File: src/rtl/intpol2_d4_out_fifo_pkg.sv
// intpol2_d4_out_fifo_pkg
//   Constants shared by the intpol2_D4 output FIFO and its pointer sub-module.
//   - CTRL_PIPE_DEPTH      : number of writes the controlpath can still issue
//                            after it samples Afull_o.
//   - DEFAULT_AFULL_MARGIN : free slots left when Afull_o asserts; tied to the
//                            controlpath pipeline depth so no write is lost.
//   - depth_of()           : FIFO depth derived from the address width.
//   - ptr_width()          : pointer width (address bits plus one wrap bit).
package intpol2_d4_out_fifo_pkg;

    localparam int CTRL_PIPE_DEPTH      = 4;
    localparam int DEFAULT_AFULL_MARGIN = CTRL_PIPE_DEPTH;

    function automatic int depth_of(input int addr_width);
        return 1 << addr_width;
    endfunction

    function automatic int ptr_width(input int addr_width);
        return addr_width + 1;
    endfunction

endpackage

File: src/rtl/intpol2_d4_fifo_ptr.sv
// intpol2_d4_fifo_ptr
//   Wrap-bit FIFO pointer register. The low PTR_WIDTH-1 bits index the
//   storage array; the MSB toggles on every pass through the array so that
//   equal pointers mean empty and equal-low/different-MSB pointers mean full.
//   The pointer counts modulo 2**PTR_WIDTH with no special wrap handling.
// Ports:
//   clk   in  clock, rising edge
//   rst   in  synchronous active-high reset, pointer -> 0
//   clear in  synchronous flush, same effect as rst
//   inc   in  advance pointer by one (ignored while rst/clear)
//   ptr   out registered pointer value
module intpol2_d4_fifo_ptr #(
    parameter int PTR_WIDTH = 5
) (
    input  logic                 clk,
    input  logic                 rst,
    input  logic                 clear,
    input  logic                 inc,
    output logic [PTR_WIDTH-1:0] ptr
);

    always_ff @(posedge clk) begin
        if (rst || clear) begin
            ptr <= '0;
        end else if (inc) begin
            ptr <= ptr + PTR_WIDTH'(1);
        end
    end

endmodule

File: src/rtl/intpol2_d4_out_fifo.sv
// intpol2_d4_out_fifo
//   First-word-fall-through output buffer behind the intpol2_D4 datapath.
//   Samples are pushed on the controlpath write strobe and presented to the
//   consumer on a valid/ready stream. Single clock domain.
//
//   Handshake: the head word transfers on a rising edge where
//   m_valid_o && m_ready_i. m_valid_o never depends on m_ready_i, m_data_o is
//   stable while m_valid_o is high and the word is not taken, and m_ready_i
//   while m_valid_o is low is ignored. The write side has no back-pressure:
//   the controlpath must honour Afull_o; a write while full with no pop in the
//   same cycle is dropped and latched in overflow_o.
//
// Ports:
//   clk            in  clock, rising edge
//   rst            in  synchronous active-high reset
//   clear          in  synchronous flush, same effect as rst
//   Write_Enable_i in  push strobe
//   wr_data_i      in  sample to push
//   m_valid_o      out head sample available
//   m_data_o       out head sample
//   m_ready_i      in  consumer takes the head
//   Afull_o        out level >= DEPTH - AFULL_MARGIN
//   full_o         out level == DEPTH
//   Empty_o        out level == 0
//   level_o        out occupancy 0..DEPTH
//   overflow_o     out sticky: a push was dropped
module intpol2_d4_out_fifo
    import intpol2_d4_out_fifo_pkg::*;
#(
    parameter int DATA_WIDTH   = 32,
    parameter int ADDR_WIDTH   = 4,
    parameter int AFULL_MARGIN = DEFAULT_AFULL_MARGIN
) (
    input  logic                  clk,
    input  logic                  rst,
    input  logic                  clear,
    input  logic                  Write_Enable_i,
    input  logic [DATA_WIDTH-1:0] wr_data_i,
    output logic                  m_valid_o,
    output logic [DATA_WIDTH-1:0] m_data_o,
    input  logic                  m_ready_i,
    output logic                  Afull_o,
    output logic                  full_o,
    output logic                  Empty_o,
    output logic [ADDR_WIDTH:0]   level_o,
    output logic                  overflow_o
);

    localparam int DEPTH = depth_of(ADDR_WIDTH);
    localparam int PTR_W = ptr_width(ADDR_WIDTH);

    logic [DATA_WIDTH-1:0] mem [DEPTH];
    logic [PTR_W-1:0]      wr_ptr;
    logic [PTR_W-1:0]      rd_ptr;
    logic [PTR_W-1:0]      level_q;
    logic                  overflow_q;
    logic                  flush;
    logic                  push;
    logic                  pop;

    assign flush = rst || clear;

    // Flags come only from registered pointers/level, so neither m_ready_i
    // nor Write_Enable_i reaches any flag combinationally.
    assign Empty_o   = (wr_ptr == rd_ptr);
    assign full_o    = (wr_ptr[ADDR_WIDTH-1:0] == rd_ptr[ADDR_WIDTH-1:0]) &&
                       (wr_ptr[ADDR_WIDTH] != rd_ptr[ADDR_WIDTH]);
    assign Afull_o   = (level_q >= PTR_W'(DEPTH - AFULL_MARGIN));
    assign level_o   = level_q;
    assign m_valid_o = !Empty_o;
    assign m_data_o  = mem[rd_ptr[ADDR_WIDTH-1:0]];
    assign overflow_o = overflow_q;

    // A write while full is still accepted when the head leaves in the same
    // cycle, because the popped slot is the one being overwritten.
    assign pop  = m_valid_o && m_ready_i;
    assign push = Write_Enable_i && (!full_o || pop);

    intpol2_d4_fifo_ptr #(.PTR_WIDTH(PTR_W)) u_wr_ptr (
        .clk   (clk),
        .rst   (rst),
        .clear (clear),
        .inc   (push),
        .ptr   (wr_ptr)
    );

    intpol2_d4_fifo_ptr #(.PTR_WIDTH(PTR_W)) u_rd_ptr (
        .clk   (clk),
        .rst   (rst),
        .clear (clear),
        .inc   (pop),
        .ptr   (rd_ptr)
    );

    // Storage is not reset; a flush only rewinds the pointers.
    always_ff @(posedge clk) begin
        if (push && !flush) begin
            mem[wr_ptr[ADDR_WIDTH-1:0]] <= wr_data_i;
        end
    end

    always_ff @(posedge clk) begin
        if (flush) begin
            level_q <= '0;
        end else begin
            case ({push, pop})
                2'b10:   level_q <= level_q + PTR_W'(1);
                2'b01:   level_q <= level_q - PTR_W'(1);
                default: level_q <= level_q;
            endcase
        end
    end

    always_ff @(posedge clk) begin
        if (flush) begin
            overflow_q <= 1'b0;
        end else if (Write_Enable_i && !push) begin
            overflow_q <= 1'b1;
        end
    end

endmodule

File: config.mk
export PLATFORM = sky130hd
export DESIGN_NAME = intpol2_d4_out_fifo
export DESIGN_NICKNAME = d
export VERILOG_FILES = /design/src/rtl/intpol2_d4_out_fifo_pkg.sv /design/src/rtl/intpol2_d4_fifo_ptr.sv /design/src/rtl/intpol2_d4_out_fifo.sv
export SDC_FILE = /design/constraint.sdc
export NUM_CORES = 1
export LEC_CHECK = 0
export ABC_AREA = 1
export BUFFER_PORTS_ARGS = -buffer_cell sky130_fd_sc_hd__clkbuf_2
export CORE_MARGIN = 10
export CORE_UTILIZATION = 56
export CTS_CLUSTER_SIZE = 20
export DETAILED_ROUTE_END_ITERATION = 12
export PLACE_DENSITY = 0.76
export SLEW_MARGIN = 20
export SYNTH_ARGS = -nofsm -noshare
export SYNTH_HDL_FRONTEND = slang
export SYNTH_SLANG_ARGS = --single-unit
File: constraint.sdc
create_clock -name clk -period 3.7 [get_ports clk]
set_input_delay 0.74 -clock clk [delete_from_list [all_inputs] [get_ports clk]]
set_output_delay 0.74 -clock clk [all_outputs]
set_load 0.1 [all_outputs]
Word-level counts from Yosys, hierarchy flattened --
Memories as Yosys holds them, arrays and structs flattened. A register that Yosys moved wholly into a read port is not among the register bits. Cells that the tools add are included.
Storage, ports and cells: ROM bits 0, bits in latches 0, input port bits 37, word-level logic and storage cells 32, register bits after elaboration 16, RAM bits 512, memories 1
Operators by class: $mul 0, bitwise logic cells 0, div/mod/pow operators 0, reductions and logical operators 12, add/sub/neg operators 4, equality and inequality tests 5, multiplexer cells 5, shifts and indexed selects 0, order comparisons 1
Memories:
- mem | depth 16, bits a word 32, read ports 1, clocked after Yosys merged registers in 1, write ports 1, RTL line intpol2_d4_out_fifo.sv:52 | logic [DATA_WIDTH-1:0] mem [DEPTH];
Operator list (count):
- 5-bit by 1-bit adder with 5-bit output (second input constant) | 3
- 5-bit case mux with 2 select lines | 1
- 4-bit two-way mux | 2
- 5-bit == test | 1
- 5-bit by 4-bit greater-or-equal comparator with 1-bit output (second input constant) | 1
- 1-bit logical AND | 5
- 5-bit by 1-bit subtractor with 5-bit output (second input constant) | 1
- 4-bit == test | 1
- 1-bit zero test | 4
- 2-bit by 1-bit == test with 1-bit output (second input constant) | 1
- 2-bit == test (second input constant) | 1
- 1-bit logical OR | 2
- 1-bit two-way mux | 2
- 2-bit nonzero test | 1
- 1-bit != test | 1

Longest topological paths before layout --
depth after elaboration 8, depth in mapped cells 19, gate-level depth less buffers 18

By module --
A second synthesis with hierarchy kept.
Unflattened totals: cells, all modules 1516, area, all modules 20723.6 sq um
By module, submodules not included:
- intpol2_d4_out_fifo | instances 1, seq. area each 15494.9 sq um, area an instance 20300.7 sq um, cells each 1458
- intpol2_d4_fifo_ptr | instances 2, seq. area each 100.1 sq um, area an instance 211.5 sq um, cells each 29

Worst setup path after synthesis --
No wires, ideal clock.
path kind input to register, from in clear, to mem mem[3][0], enable pin, arrival 3.430 ns, slack -0.191 ns, stages 5, buffers on the path 0, cells stage by stage nor2_1 > inv_1 > nor2_2 > inv_1 > nor3_1
Between the ends: longest elaborated chain between the ends 5
Ends and longest elaborated chain:
- start, declared | RTL line intpol2_d4_out_fifo.sv:36 | input logic clear,
- 1-bit logical OR | RTL line intpol2_d4_out_fifo.sv:61 | assign flush = rst || clear;
- 1-bit zero test | RTL line intpol2_d4_out_fifo.sv:97 | if (push && !flush) begin
- 1-bit logical AND | RTL line intpol2_d4_out_fifo.sv:97
- 1-bit two-way mux | RTL line intpol2_d4_out_fifo.sv:97
- 1-bit two-way mux (implied by the code) | RTL line intpol2_d4_out_fifo.sv:98 | mem[wr_ptr[ADDR_WIDTH-1:0]] <= wr_data_i;
- end, declared | RTL line intpol2_d4_out_fifo.sv:52
No other way between the ends.

==> impl_metrics.yaml <==
clock_tree:
  clock-sinks: 532
  cts_max_path_buffers: 3
  post_cts_buffers: 0
  post_cts_resized: 0
  root_buffer: "clkbuf_16"
  numCtsBuffers: 52
  insertion_delay_ns: 0.56
  path_clk_slew_ns: 0.06
  hold_buffers: 0
  htreeDepth: 2
  cts_tree: "done"
worst_setup_path:
  cp_slowest_cell: "dfxtp_4"
  critical_path_class: "reg2out"
  rr_worst_depth: 18
  critPathMaxStageDelay_ns: 0.57
  r2r_slack_ns: 1.14
  reg2reg_to: "level_o[4]"
  critPathLaunchType: "register"
  cp.required_ns: 2.96
  path_cells: "buf_4 -> mux2i_1 -> o211ai_1 -> nand3_1 -> nand2_1 -> buf_12"
  path_max_fanout: 51
  endpoint_kind: "output pin"
  r2r-start: "u_wr_ptr.ptr[2]"
  crit_arrival_ns: 2.65
status:
  outcome: "finished clean"
floorplan:
  die_w_um: 216
  pin_count: 79
  coreArea_um2: 37800
  die-area_um2: 46700
  die_h_um: 216
  placementRows: 71
  initial_core_util_pct: 56.9
place:
  place_ws_ns: 0.911
  post_dp_cell_area_um2: 23100
  numPortBuffers: 78
  hpwl_um: 25200
  gp_congestion: 0.781
  post-place-cells: 2042
pwr:
  power_frac_seq_pct: 54.0
  clkPwrFrac_pct: 39.7
  power_switching_mw: 2.67
  comb_power_share_pct: 6.3
  total_leakage_power_nw: 8.18
  peakVddDrop_uv: 425
  power.density_nw_per_um2: 497
  sw_frac_of_total_pct: 21.8
  internal_power_mw: 9.60
  p_total_mw: 12.3
grt:
  grt_start_max_net_pins: 129
  grt-ovfl-total: 0
  grt_pass1_vias: 12500
  grt_first_pass_wirelength_um: 72700
  antenna_found_initial: 1
  grtUsageTotal_pct: 19.8
synth:
  synthSimpleGateAreaFrac_pct: 3.24
  synth-main-ff-cell: "edfxtp_1"
  avgSynthCellArea_um2: 14.3
  synth_xor_area_share_pct: 0.203
  synth_top_family_by_area: "compound AO/OA/AOI/OAI gates"
  netlist_instances: 1511
  synthAdderAreaFrac_pct: 0.557
  synthMuxAreaShare_pct: 5.94
  yosysWarningCount: 0
  synth_edf_count: 512
  synthArstFlopShare_pct: 0
  synth_compound_area_share_pct: 11.8
  ys_seq_area_share_pct: 73.2
  yosysUniqueCellTypes: 35
  synth_area_um2: 21600
  synth-seq-cells: 532
  syn-num-nets: 1557
sta:
  finalClockSkew_ns: 0.0174
  hold_ws_ns: 0.508
  slew_viol_final: 0
  fin_ws_ns: 0.314
  period_needed_ns: 3.39
  relSlewSlack_pct: 38.7
  tightest_slew_ns: 0.914
  setup_viol: 0
  hold_violations: 0
  fmax_ghz: 0.295
  rsz0062_at_grt: "false"
  period_share_pct: 91.5
routing:
  wl_per_cell_um: 22.2
  dr.pass1.iters: 5
  drt-vias-per-instance: 5.89
  drc: 0
  postRouteAntennaNets: 0
  drtIter0Drc: 1384
  drt_wl_total_um: 47500
  num_vias: 12600
final_layout:
  final_cells: 2135
  areaGrowthSynthToFinish_pct: 14.5
  final_area_um2: 24700
  fin_nets: 1631
  drive_gt1_share_pct: 13.6
worst_hold_path:
  hold_path_end: "overflow_o"
  holdCritStartpoint: "overflow_o"
  hold_class: "reg2reg"
  holdPathStages: 2
run:
  maxCapViolations: 0
[cells by family after synthesis]
family                     Yosys count
adders and majority gates            9
xor gates and xnor gates             5
AOI/OAI and AO/OA                  439
buffers and inverters              247
DFF                                532
muxes                              128
and+or+nand+nor                    151
[layout by cell type (no fill, tap or decap), drive strengths merged, types with 2 or more instances in the layout]
| master | netlist | layout |
|---|---|---|
| inv | 153 | 154 |
| mux2i | 128 | 128 |
| clkinv | 1 | 23 |
| xnor2 | 2 | 2 |
| edfxtp | 512 | 512 |
| buf | 43 | 67 |
| nor2 | 36 | 36 |
| o21ai | 170 | 170 |
| nor3 | 4 | 4 |
| a21oi | 137 | 137 |
| xor2 | 3 | 3 |
| nand3 | 40 | 40 |
| o211ai | 128 | 128 |
| bufinv | 0 | 2 |
| dfxtp | 20 | 20 |
| nand2 | 70 | 70 |
| ha | 8 | 8 |
| clkbuf | 50 | 112 |
[metal layers]
layer	up-vias	track usage (%)	part of all wire (%)
li1	5770	-	-
met1	6285	26.3	42
met2	431	33.4	50
met3	90	2.92	6.1
met4	0	5.92	2.2
met5	-	0	0
[layout make-up]
class                           count  area (µm²)
Antenna cell                        1        2.50
Timing Repair Buffer              113        1330
Fill cell                        2637       13200
Inverter                          154         582
Multi-Input combinational cell    732        4790
Sequential cell                   532       15800
Tap cell                          511         639
Clock buffer                       66        1380
Clock inverter                     26         174
[synth_stat cells (all sizes together) (2+ instances only)]
| master | number | share of area, % |
|---|---|---|
| o211ai | 128 | 4.5 |
| inv | 153 | 2.7 |
| a21oi | 137 | 3.2 |
| nand2 | 70 | 1.4 |
| nor2 | 36 | 0.69 |
| xor2 | 3 | 0.12 |
| dfxtp | 20 | 1.9 |
| nor3 | 4 | 0.093 |
| o21ai | 170 | 4.0 |
| clkbuf | 50 | 0.87 |
| mux2i | 128 | 5.9 |
| nand3 | 40 | 1.0 |
| xnor2 | 2 | 0.081 |
| buf | 43 | 1.5 |
| ha | 8 | 0.46 |
| edfxtp | 512 | 71 |
[stage by stage]
step	utilization (%)	TNS, ns
CTS	65.2	0
finish	65.2	0
global placement	61.1	0
global route	65.2	0
floorplan	-	-18.36
detailed placement	61.1	0
[how the worst max path moves through the flow]
stage,start,end,cells after the start
after floorplan,clear,mem[3][0],5
after global placement,register,m_data_o[30],5
after detailed placement,register,m_data_o[22],6
after CTS,register,m_data_o[22],6
after global routing,register,m_data_o[29],7
final,register,m_data_o[22],6
[critical path, delay by kind of cell, from the launching register on]
kind                   cells  cell delay [ns]
muxes                      1             0.17
and+or+nand+nor            2             0.32
DFF                        1             0.57
buffers and inverters      2             0.76
AOI/OAI and AO/OA          1             0.23
[registers in the layout, indices dropped and copies added (netlist names), named ones only]
register and cells:
u_wr_ptr.ptr 5, overflow_o 1, mem 512, u_rd_ptr.ptr 5, level_o 5
[power by group through the flow]
stage	Sequential, mW	Clock, mW	Combinational (mW)
3_5_place_dp	6.76	0	0.773
5_1_grt	6.63	5.15	0.825
6_report	6.63	4.87	0.773
3_3_place_gp	6.75	0	0.760
2_1_floorplan	6.78	0	0.471
4_1_cts	6.63	4.93	0.777
Power figures use the tool's default switching activity.
